<file path="config.mk">
export PLATFORM = sky130hd
export DESIGN_NAME = mult_div_unit
export DESIGN_NICKNAME = d
export VERILOG_FILES = /design/src/rtl/mult_div_unit.sv
export SDC_FILE = /design/constraint.sdc
export NUM_CORES = 1
export LEC_CHECK = 0
export ABC_AREA = 1
export CAP_MARGIN = 5
export CELL_PAD_IN_SITES_DETAIL_PLACEMENT = 1
export CELL_PAD_IN_SITES_GLOBAL_PLACEMENT = 1
export CORE_AREA = 2 2 215 217
export CTS_CLUSTER_SIZE = 25
export DETAILED_ROUTE_END_ITERATION = 10
export DIE_AREA = 0 0 217 219
export PLACE_DENSITY_LB_ADDON = 0.1
export SKIP_CTS_REPAIR_TIMING = 1
export SYNTH_ARGS = -nofsm -noshare
export SYNTH_HDL_FRONTEND = slang
export SYNTH_SLANG_ARGS = --single-unit
</file>
<file path="constraint.sdc">
create_clock -name clk -period 4.02 [get_ports clk]
set_input_delay 0.603 -clock clk [delete_from_list [all_inputs] [get_ports clk]]
set_output_delay 0.603 -clock clk [all_outputs]
set_load 0.05 [all_outputs]
</file>
<file path="src/rtl/mult_div_unit.sv">
// mult_div_unit: iterative 32x32 multiply / divide unit with HI/LO registers.
// A start is taken in IDLE, the unit runs 32 shift-add or restoring-division
// steps on operand magnitudes (CALC), then applies sign correction and writes
// HI/LO (FIX). All outputs are registers; no input reaches an output
// combinationally.
//
// Handshake: start is a request that is only accepted while busy=0 (the unit
// is in IDLE). Acceptance happens at the edge that samples start=1 in IDLE;
// busy rises the next cycle and stays high until the result is written, while
// start, hi_we and lo_we are ignored. done pulses for one cycle when HI/LO
// carry the new result; hi_we/lo_we are only honoured in IDLE with start=0.
module mult_div_unit (
    input  logic        clk,
    input  logic        rst,
    input  logic        start,
    input  logic [1:0]  op,
    input  logic [31:0] rs_data,
    input  logic [31:0] rt_data,
    input  logic        hi_we,
    input  logic        lo_we,
    output logic [31:0] hi,
    output logic [31:0] lo,
    output logic        busy,
    output logic        done,
    output logic        dbz
);

    // Operation encodings: bit 1 selects divide, bit 0 selects unsigned.
    localparam logic [1:0] OP_MULT  = 2'b00;
    localparam logic [1:0] OP_MULTU = 2'b01;
    localparam logic [1:0] OP_DIV   = 2'b10;
    localparam logic [1:0] OP_DIVU  = 2'b11;

    typedef enum logic [1:0] {
        IDLE = 2'd0,
        CALC = 2'd1,
        FIX  = 2'd2
    } state_t;

    state_t      state;
    logic [4:0]  count;       // iteration index within CALC
    logic [1:0]  op_q;        // latched operation
    logic        a_neg;       // rs operand was negative (signed ops only)
    logic        b_neg;       // rt operand was negative (signed ops only)
    logic [31:0] b_mag;       // multiplicand magnitude or divisor magnitude
    logic [31:0] dividend_q;  // raw rs value, returned in HI on divide-by-zero
    logic [63:0] acc;         // {partial product | remainder, multiplier | quotient}

    // Operand preparation at acceptance time.
    logic        in_signed;
    logic        rs_neg;
    logic        rt_neg;
    logic [31:0] rs_mag;
    logic [31:0] rt_mag;

    // One iteration of each algorithm.
    logic [32:0] mul_sum;
    logic [63:0] mul_next;
    logic [32:0] div_shift;
    logic [32:0] div_sub;
    logic        div_ge;
    logic [63:0] div_next;

    // Sign-corrected results written during FIX.
    logic        q_is_signed;
    logic        prod_neg;
    logic        quot_neg;
    logic        rem_neg;
    logic [63:0] prod;
    logic [31:0] quot;
    logic [31:0] rem;
    logic [31:0] fix_hi;
    logic [31:0] fix_lo;
    logic        fix_dbz;

    // Magnitudes of the incoming operands; only signed ops negate.
    always_comb begin
        in_signed = 1'b0;
        rs_neg    = 1'b0;
        rt_neg    = 1'b0;
        rs_mag    = rs_data;
        rt_mag    = rt_data;
        in_signed = (op == OP_MULT) || (op == OP_DIV);
        rs_neg    = in_signed & rs_data[31];
        rt_neg    = in_signed & rt_data[31];
        if (rs_neg) rs_mag = ~rs_data + 32'd1;
        if (rt_neg) rt_mag = ~rt_data + 32'd1;
    end

    // Shift-add multiply step: add multiplicand when the low multiplier bit is
    // set, then shift the 65-bit {carry, acc} right by one.
    always_comb begin
        mul_sum  = 33'd0;
        mul_next = acc;
        mul_sum  = {1'b0, acc[63:32]} + (acc[0] ? {1'b0, b_mag} : 33'd0);
        mul_next = {mul_sum, acc[31:1]};
    end

    // Restoring divide step: shift {rem, quot} left, subtract the divisor if
    // it fits and record the quotient bit. The remainder never exceeds the
    // divisor, so 33 bits hold the shifted value.
    always_comb begin
        div_shift = {acc[63:32], acc[31]};
        div_ge    = 1'b0;
        div_sub   = 33'd0;
        div_next  = acc;
        div_ge    = (div_shift >= {1'b0, b_mag});
        div_sub   = div_shift - {1'b0, b_mag};
        if (div_ge) div_next = {div_sub[31:0], acc[30:0], 1'b1};
        else        div_next = {div_shift[31:0], acc[30:0], 1'b0};
    end

    // Final sign fix and divide-by-zero substitution.
    always_comb begin
        q_is_signed = (op_q == OP_MULT) || (op_q == OP_DIV);
        prod_neg    = q_is_signed & (a_neg ^ b_neg);
        quot_neg    = q_is_signed & (a_neg ^ b_neg);
        rem_neg     = q_is_signed & a_neg;
        prod        = acc;
        quot        = acc[31:0];
        rem         = acc[63:32];
        fix_hi      = 32'd0;
        fix_lo      = 32'd0;
        fix_dbz     = 1'b0;
        if (prod_neg) prod = ~acc + 64'd1;
        if (quot_neg) quot = ~acc[31:0] + 32'd1;
        if (rem_neg)  rem  = ~acc[63:32] + 32'd1;
        if ((op_q == OP_DIV) || (op_q == OP_DIVU)) begin
            if (b_mag == 32'd0) begin
                fix_hi  = dividend_q;
                fix_lo  = 32'hFFFF_FFFF;
                fix_dbz = 1'b1;
            end else begin
                fix_hi = rem;
                fix_lo = quot;
            end
        end else begin
            fix_hi = prod[63:32];
            fix_lo = prod[31:0];
        end
    end

    // Control FSM plus all architectural registers; reset wins over everything.
    always_ff @(posedge clk) begin
        if (rst) begin
            state      <= IDLE;
            count      <= 5'd0;
            op_q       <= OP_MULT;
            a_neg      <= 1'b0;
            b_neg      <= 1'b0;
            b_mag      <= 32'd0;
            dividend_q <= 32'd0;
            acc        <= 64'd0;
            hi         <= 32'd0;
            lo         <= 32'd0;
            busy       <= 1'b0;
            done       <= 1'b0;
            dbz        <= 1'b0;
        end else begin
            done <= 1'b0;
            case (state)
                IDLE: begin
                    if (start) begin
                        op_q       <= op;
                        a_neg      <= rs_neg;
                        b_neg      <= rt_neg;
                        dividend_q <= rs_data;
                        count      <= 5'd0;
                        busy       <= 1'b1;
                        dbz        <= 1'b0;
                        state      <= CALC;
                        if (op[1]) begin
                            b_mag <= rt_mag;
                            acc   <= {32'd0, rs_mag};
                        end else begin
                            b_mag <= rs_mag;
                            acc   <= {32'd0, rt_mag};
                        end
                    end else begin
                        if (hi_we) hi <= rs_data;
                        if (lo_we) lo <= rs_data;
                    end
                end
                CALC: begin
                    acc   <= op_q[1] ? div_next : mul_next;
                    count <= count + 5'd1;
                    if (count == 5'd31) state <= FIX;
                end
                FIX: begin
                    hi    <= fix_hi;
                    lo    <= fix_lo;
                    dbz   <= fix_dbz;
                    done  <= 1'b1;
                    busy  <= 1'b0;
                    state <= IDLE;
                end
                default: begin
                    busy  <= 1'b0;
                    state <= IDLE;
                end
            endcase
        end
    end

endmodule

</file>
## Yosys cells after proc, flatten, opt, wreduce, memory -nomap -nowiden

Index checks and enable logic that the tools add are counted.
W data, S select, Z words.

- $lt $le $gt $ge: 1
- Bitwise logic cells: 11
- Equality and inequality tests: 11
- $add $sub $neg: 8
- Reductions and logical operators: 16
- Multiplexer cells: 34

Operators with widths:

| kind | number |
|---|---|
| $mux W32 | 15 |
| $mux W64 | 4 |
| $add A32 B1 Y32 const B | 4 |
| $not A32 Y32 | 4 |
| $pmux W32 S2 | 2 |
| $pmux W64 S2 | 1 |
| $add A64 B1 Y64 const B | 1 |
| $not A64 Y64 | 1 |
| $add A32 B32 Y33 | 1 |
| $ge A33 B32 Y1 | 1 |
| $logic_not A32 Y1 | 1 |
| $sub A32 B32 Y32 | 1 |
| $ne A2 B2 Y1 const B | 5 |
| $pmux W5 S2 | 1 |
| $reduce_and A2 Y1 | 5 |
| $eq A2 B2 Y1 const B | 4 |
| $logic_not A2 Y1 | 3 |
| $reduce_and A3 Y1 | 2 |
| $add A5 B1 Y5 const B | 1 |
| $eq A5 B5 Y1 const B | 1 |
| $mux W1 | 5 |
| $mux W5 | 1 |
| $and A1 B1 Y1 | 4 |
| $mux W2 | 2 |
| 7 further kinds | 11 |

- Output and inout bits: 67
- Bits of input ports: 71
- Register bits after elaboration: 206

## Logic depth before layout (Yosys ltp)

- Depth after elaboration: 7
- Mapped depth: 22
- Gate-level depth less buffers: 20

## Worst setup path after synthesis

Ideal clock, no wire load.

- Kind: reg2reg
- Start: register acc[0]
- End: register acc[45]
- Data arrival time: 2.482 ns
- Required time: 3.952 ns
- Setup slack: 1.470 ns
- Stages on the path, launching flop included: 20
- Setup time: 0.068 ns
- Buffers on the path: 2
- Path through: dfxtp_1 > buf_2 > clkbuf_1 > nand2_1 > inv_1 > ha_1 > inv_1 > fa_1 > inv_1 > nand3_1 > nand3_1 > nand2_1 > nand2_1 > nand2_1 > nand2_1 > xor2_1 > nor2_1 > nor2_1 > nand3_2 > a21oi_2

- Longest elaborated chain between the ends: 4

Ends and longest elaborated chain:

| what | line | source |
|---|---|---|
| start: declaration | 47 | `logic [63:0] acc;` |
| start signal: assignment | 174 | `acc <= {32'd0, rs_mag};` |
| start signal: assignment | 177 | `acc <= {32'd0, rt_mag};` |
| start signal: assignment | 185 | `acc <= op_q[1] ? div_next : mul_next;` |
| $mux W32 | 95 | `mul_sum = {1'b0, acc[63:32]} + (acc[0] ? {1'b0, b_mag} : 33'd0);` |
| $add A32 B32 Y33 | 95 |  |
| $mux W64 | 185 |  |
| $pmux W64 S2 | 161 | `case (state)` |

Every way passes these cells.
A chain may end at the register's enable or synchronous reset.

## Worst setup path in the final report

- Start: register b_mag[17]
- End: register acc[44]

- Longest elaborated chain between the ends: 4

Ends and longest elaborated chain:

| what | line | source |
|---|---|---|
| start: declaration | 45 | `logic [31:0] b_mag;` |
| start signal: assignment | 173 | `b_mag <= rt_mag;` |
| start signal: assignment | 176 | `b_mag <= rs_mag;` |
| $ge A33 B32 Y1 | 107 | `div_ge = (div_shift >= {1'b0, b_mag});` |
| $mux W64 | 109 | `if (div_ge) div_next = {div_sub[31:0], acc[30:0], 1'b1};` |
| $mux W64 | 185 |  |
| $pmux W64 S2 | 161 |  |

Every way passes these cells.

==> results by stage <==
Global route:
- The first global-routing pass estimated 164 mm of wire.
- The initial antenna violation count came to 6.
- The pin count of the biggest net entering global routing is 93.
- For this run, the total global-route usage over all layers was measured as 0.458.
- The via count of the first global-routing pass was 26300.
- The overall overflow remaining after global route is 0.

Worst hold path:
- The path class of the tightest hold or removal check is flip-flop to flip-flop.

Cells and area:
- The number of fillers in the final layout is 6492.
- The fraction of layout cells with a size suffix above 1 is 0.0497.
- At the end of the flow, the number of nets in the layout was 3809.
- The layout overhead on the synthesized area is 14.2%.
- For this run, the share of the core covered by cells in the final layout is 0.509.
- The final design area excluding fillers is 0.0229 mm2.

Setup path:
- By instance count, the cell type seen most on the critical path is sky130_fd_sc_hd__nand2_1.
- The worst setup path is captured at a flip-flop.
- Among all stages on the critical path, the largest delay is contributed by sky130_fd_sc_hd__dfxtp_1.
- The data required time of the worst path is 4.51 ns.
- The largest driver fanout on the critical path is 19.
- The arrival time at the worst endpoint is 3.87 ns.
- Together, buffers and inverters on the worst path number 2.
- The family of cells with the greatest summed delay on the critical path is simple AND/OR/NAND/NOR gates.
- The category of the most critical setup path is flip-flop to flip-flop.
- Traced cell by cell, the critical path runs through inv_1 > ha_1 > nand2_1 > nor2_2 > nand2_1 > nor2_2 > nand2_1 > nand2_2 > nor2_4 > nand2_8 > nand2_2 > inv_1 > nand2_1 > nand3_1 > a21oi_1.
- The worst setup path is launched from a flip-flop.
- The longest individual stage delay on the worst path is 0.57 ns.

Timing:
- The total setup violations reported at the end of the flow is 0.
- The worst-margin pin slew is 1.13 ns.
- The minimum period implied by the final worst setup slack is 3.38 ns.
- The number of endpoints with negative hold slack in the final report was 0.
- The post-route clock period utilization is 0.841.
- In this run the tightest slew margin relative to its limit is 0.244.
- Static timing analysis puts the maximum clock frequency at 296 MHz.
- Clock skew on the completed layout was measured at 0.0227 ns.
- The number of pins exceeding their max-slew limit in the final report is 0.
- Setup repair after global routing left no endpoint under its margin.
- The total negative setup slack is 0 ns.
- Setup slack closes at 0.639 ns.

Clock network:
- The tree built by TritonCTS fans out to around 200 sinks.
- The TritonCTS clock tree is done.
- The clock root buffer is sky130_fd_sc_hd__clkbuf_16.
- Counting the buffers created by CTS gives 25.
- The number of H-tree levels is 1.
- Counting along the longest clock path gives a buffer depth of 3.
- The clock transition at the registers of the reported paths is 0.08 ns.
- The clock latency on the worst-skew pair is 0.57 ns.

Floorplanning:
- 138 I/O pins were placed.
- The floorplan has 78 rows.
- The core footprint is 0.0451 mm2.
- The die is about 220 um tall.
- In this run the horizontal extent of the chip is 217 um.
- The initial utilization of the core area, before any placement, comes to 0.445.
- The floorplan step defined a die boundary enclosing 0.0475 mm2.

Logic synthesis:
- The share of async-settable or async-resettable flops after synthesis is 0.
- The sequential element share of the synthesized area is 0.205.
- The cell accounting for the most synthesized area is sky130_fd_sc_hd__dfxtp_1.
- The number of nets handed over by synthesis was 3738.
- The most used standard cell by instance count after synthesis is sky130_fd_sc_hd__nand2_1.
- The share of synthesized area spent on multiplexers is 0.
- The fraction of the mapped netlist area in adder cells is 0.0456.
- The cell count after synthesis came out at 3595.
- The netlist area before placement is 0.0201 mm2.
- Counting instances in the post-synthesis netlist gives the leading cell types as sky130_fd_sc_hd__nand2_1, sky130_fd_sc_hd__inv_1, sky130_fd_sc_hd__nor2_1.
- For this run, the number of Yosys warnings is 0.
- The most used flip-flop cell after synthesis is sky130_fd_sc_hd__dfxtp_1.
- Synthesis inferred 206 register bits.
- By area, the combinational part of the netlist is dominated by simple AND/OR/NAND/NOR gates.
- Dividing the synthesized area by the synthesized cell count gives 5.59 um2.
- The proportion of netlist area held by the largest area contributor is 0.205.
- Counting flops with a built-in enable in the synthesized netlist gives 0.
- The synthesized-area fraction occupied by xor and xnor cells is 0.0449.
- The number of different library cells in the post-synthesis netlist is 54.
- In the post-synthesis netlist, the biggest area contributors are sky130_fd_sc_hd__dfxtp_1, sky130_fd_sc_hd__nand2_1, sky130_fd_sc_hd__inv_1.
- The fraction of the mapped netlist area in compound gates was 0.178.
- Of the total synthesized cell area, the portion taken by AND, OR, NAND and NOR gates is 0.402.

Power and ir drop:
- The proportion of power drawn by combinational gates is 0.429.
- The internal power of the cells is 4710 uW.
- The share of total power dissipated in sequential elements is 0.280.
- The net switching power figure is 4050 uW.
- The switching power share of the total is 0.462.
- The worst-case vdd ir drop is 280 uV.
- Summed over all cells, the static leakage comes to 0.0113 uW.
- For this design the ratio of total power to cell area is 381 mW/mm2.
- The share of total power dissipated in the clock network is 0.290.

Place:
- The placement-stage cell area is 0.0220 mm2.
- The final weighted congestion of routability-driven global placement is 1.09.
- Buffers placed on the I/O ports in this run total 137.
- The worst slack at placement is 0.602 ns.
- The sum of net half-perimeters after detailed placement is 88.7 mm.

Detailed routing:
- The wire length per cell after detailed routing is about 26 um.
- The count of TritonRoute iterations in the first routing pass is 8.
- Once detail routing completed, the nets flagged for antenna violations numbered 0.
- The total via count in the routed design is 26600.
- The number of DRC markers in iteration 0 is 3574.
- The routed wire length is 112 mm.
- In the routed layout, each cell is associated on average with a via count of 6.19.
- For this run, design rule violations remaining after detail routing come to 0.

Job:
- The reported max-cap violation count is 0.

Run status:
- The run finished with clean final reports.
[routing by layer]
| layer | wire (um) | vias up | track usage |
|---|---|---|---|
| li1 | - | 11700 | - |
| met1 | 44600 | 12800 | 0.587 |
| met2 | 47600 | 1666 | 0.692 |
| met3 | 13200 | 397 | 0.137 |
| met4 | 6540 | 8 | 0.238 |
| met5 | 94 | - | 0 |
[layout make-up]
| class | instances | area, um2 | area share |
|---|---|---|---|
| multi-input cells | 2743 | 13500 | 0.589 |
| repair buffers | 188 | 1770 | 0.0773 |
| flip-flops and latches | 206 | 4130 | 0.180 |
| well taps | 600 | 751 | 0.0327 |
| inverters | 502 | 1890 | 0.0822 |
| clock inverters | 14 | 191 | 0.00834 |
| clock buffers | 32 | 692 | 0.0302 |
| diodes | 7 | 17.5 | 0.000763 |
[registers in the layout (all words and copies together) (netlist names)]
signal      flops
busy            1
dividend_q     32
count           5
acc            64
dbz             1
lo             32
done            1
b_neg           1
a_neg           1
op_q            2
state           2
hi             32
b_mag          32
[cells in the final DEF, fill, tap and decap left out, types with 4 or more instances in the layout]
cell	Yosys	layout
sky130_fd_sc_hd__clkinv_2	0	5
sky130_fd_sc_hd__nor2_4	6	11
sky130_fd_sc_hd__nor3_2	4	4
sky130_fd_sc_hd__nor4_1	7	7
sky130_fd_sc_hd__xnor2_1	12	12
sky130_fd_sc_hd__nor2_2	13	14
sky130_fd_sc_hd__clkdlybuf4s50_1	0	136
sky130_fd_sc_hd__a22oi_1	7	7
sky130_fd_sc_hd__ha_1	70	70
sky130_fd_sc_hd__dfxtp_1	206	205
sky130_fd_sc_hd__o211ai_1	43	43
sky130_fd_sc_hd__buf_4	2	49
sky130_fd_sc_hd__nor3_1	32	32
sky130_fd_sc_hd__clkbuf_8	0	4
sky130_fd_sc_hd__inv_1	494	492
sky130_fd_sc_hd__or2_2	8	8
sky130_fd_sc_hd__o21bai_1	10	10
sky130_fd_sc_hd__a31oi_1	7	7
sky130_fd_sc_hd__nand2_2	19	19
sky130_fd_sc_hd__o21ai_1	4	4
sky130_fd_sc_hd__a21oi_2	8	8
sky130_fd_sc_hd__o221ai_1	7	7
sky130_fd_sc_hd__o21ai_0	265	265
sky130_fd_sc_hd__a211oi_1	4	4
sky130_fd_sc_hd__xor2_1	91	91
sky130_fd_sc_hd__nand3b_1	12	12
sky130_fd_sc_hd__bufinv_16	0	4
sky130_fd_sc_hd__nand3_1	286	286
sky130_fd_sc_hd__diode_2	0	7
sky130_fd_sc_hd__nand2_1	1062	1062
sky130_fd_sc_hd__inv_2	5	6
sky130_fd_sc_hd__clkbuf_16	0	25
sky130_fd_sc_hd__nand4_1	66	66
sky130_fd_sc_hd__nor2_1	380	374
sky130_fd_sc_hd__nand3_2	6	6
sky130_fd_sc_hd__a21oi_1	282	282
[power groups by stage]
stage | clock (uW) | combinational (uW) | sequential, uW
after floorplan | 0 | 2100 | 2540
after global placement | 0 | 3470 | 2460
final | 2540 | 3760 | 2450
after detailed placement | 0 | 3570 | 2460
after CTS | 2510 | 3610 | 2430
after global routing | 2600 | 3970 | 2450
[final timing paths]
kind | startpoint | to | slack, ns | cells past startpoint
worst max-delay path | b_mag[17] | acc[44] | 0.64 | 15
worst min-delay path | count[1] | count[1] | 0.49 | 2
worst max register to register | b_mag[17] | acc[44] | 0.64 | 15
worst min register to register | count[1] | count[1] | 0.49 | 2
[worst register-to-register path: cells and delay by family (launching register included)]
kind	cells	cell delay [ns]
simple gates	11	1.75
flops	1	0.57
fa+ha+maj	1	0.42
buf+inv	2	0.39
compound gates	1	0.18
[cell families (layout without fill, tap and decap cells)]
logic type,Yosys count,count (layout)
XOR/XNOR,103,103
flip-flops,206,206
other,0,7
adder cells (fa/ha/maj),72,72
AND/OR/NAND/NOR,1911,1911
AO/OA/AOI/OAI,657,657
buffers and inverters,646,736
[per-stage QoR]
step,hold WS (ns),cells,power [uW]
5_1_grt,0.497,4285,9020
6_report,0.487,4292,8750
2_1_floorplan,0.423,3595,4640
3_3_place_gp,0.447,4239,5920
3_5_place_dp,0.470,4239,6030
4_1_cts,0.479,4285,8540
(Power assumes the default switching activity.)
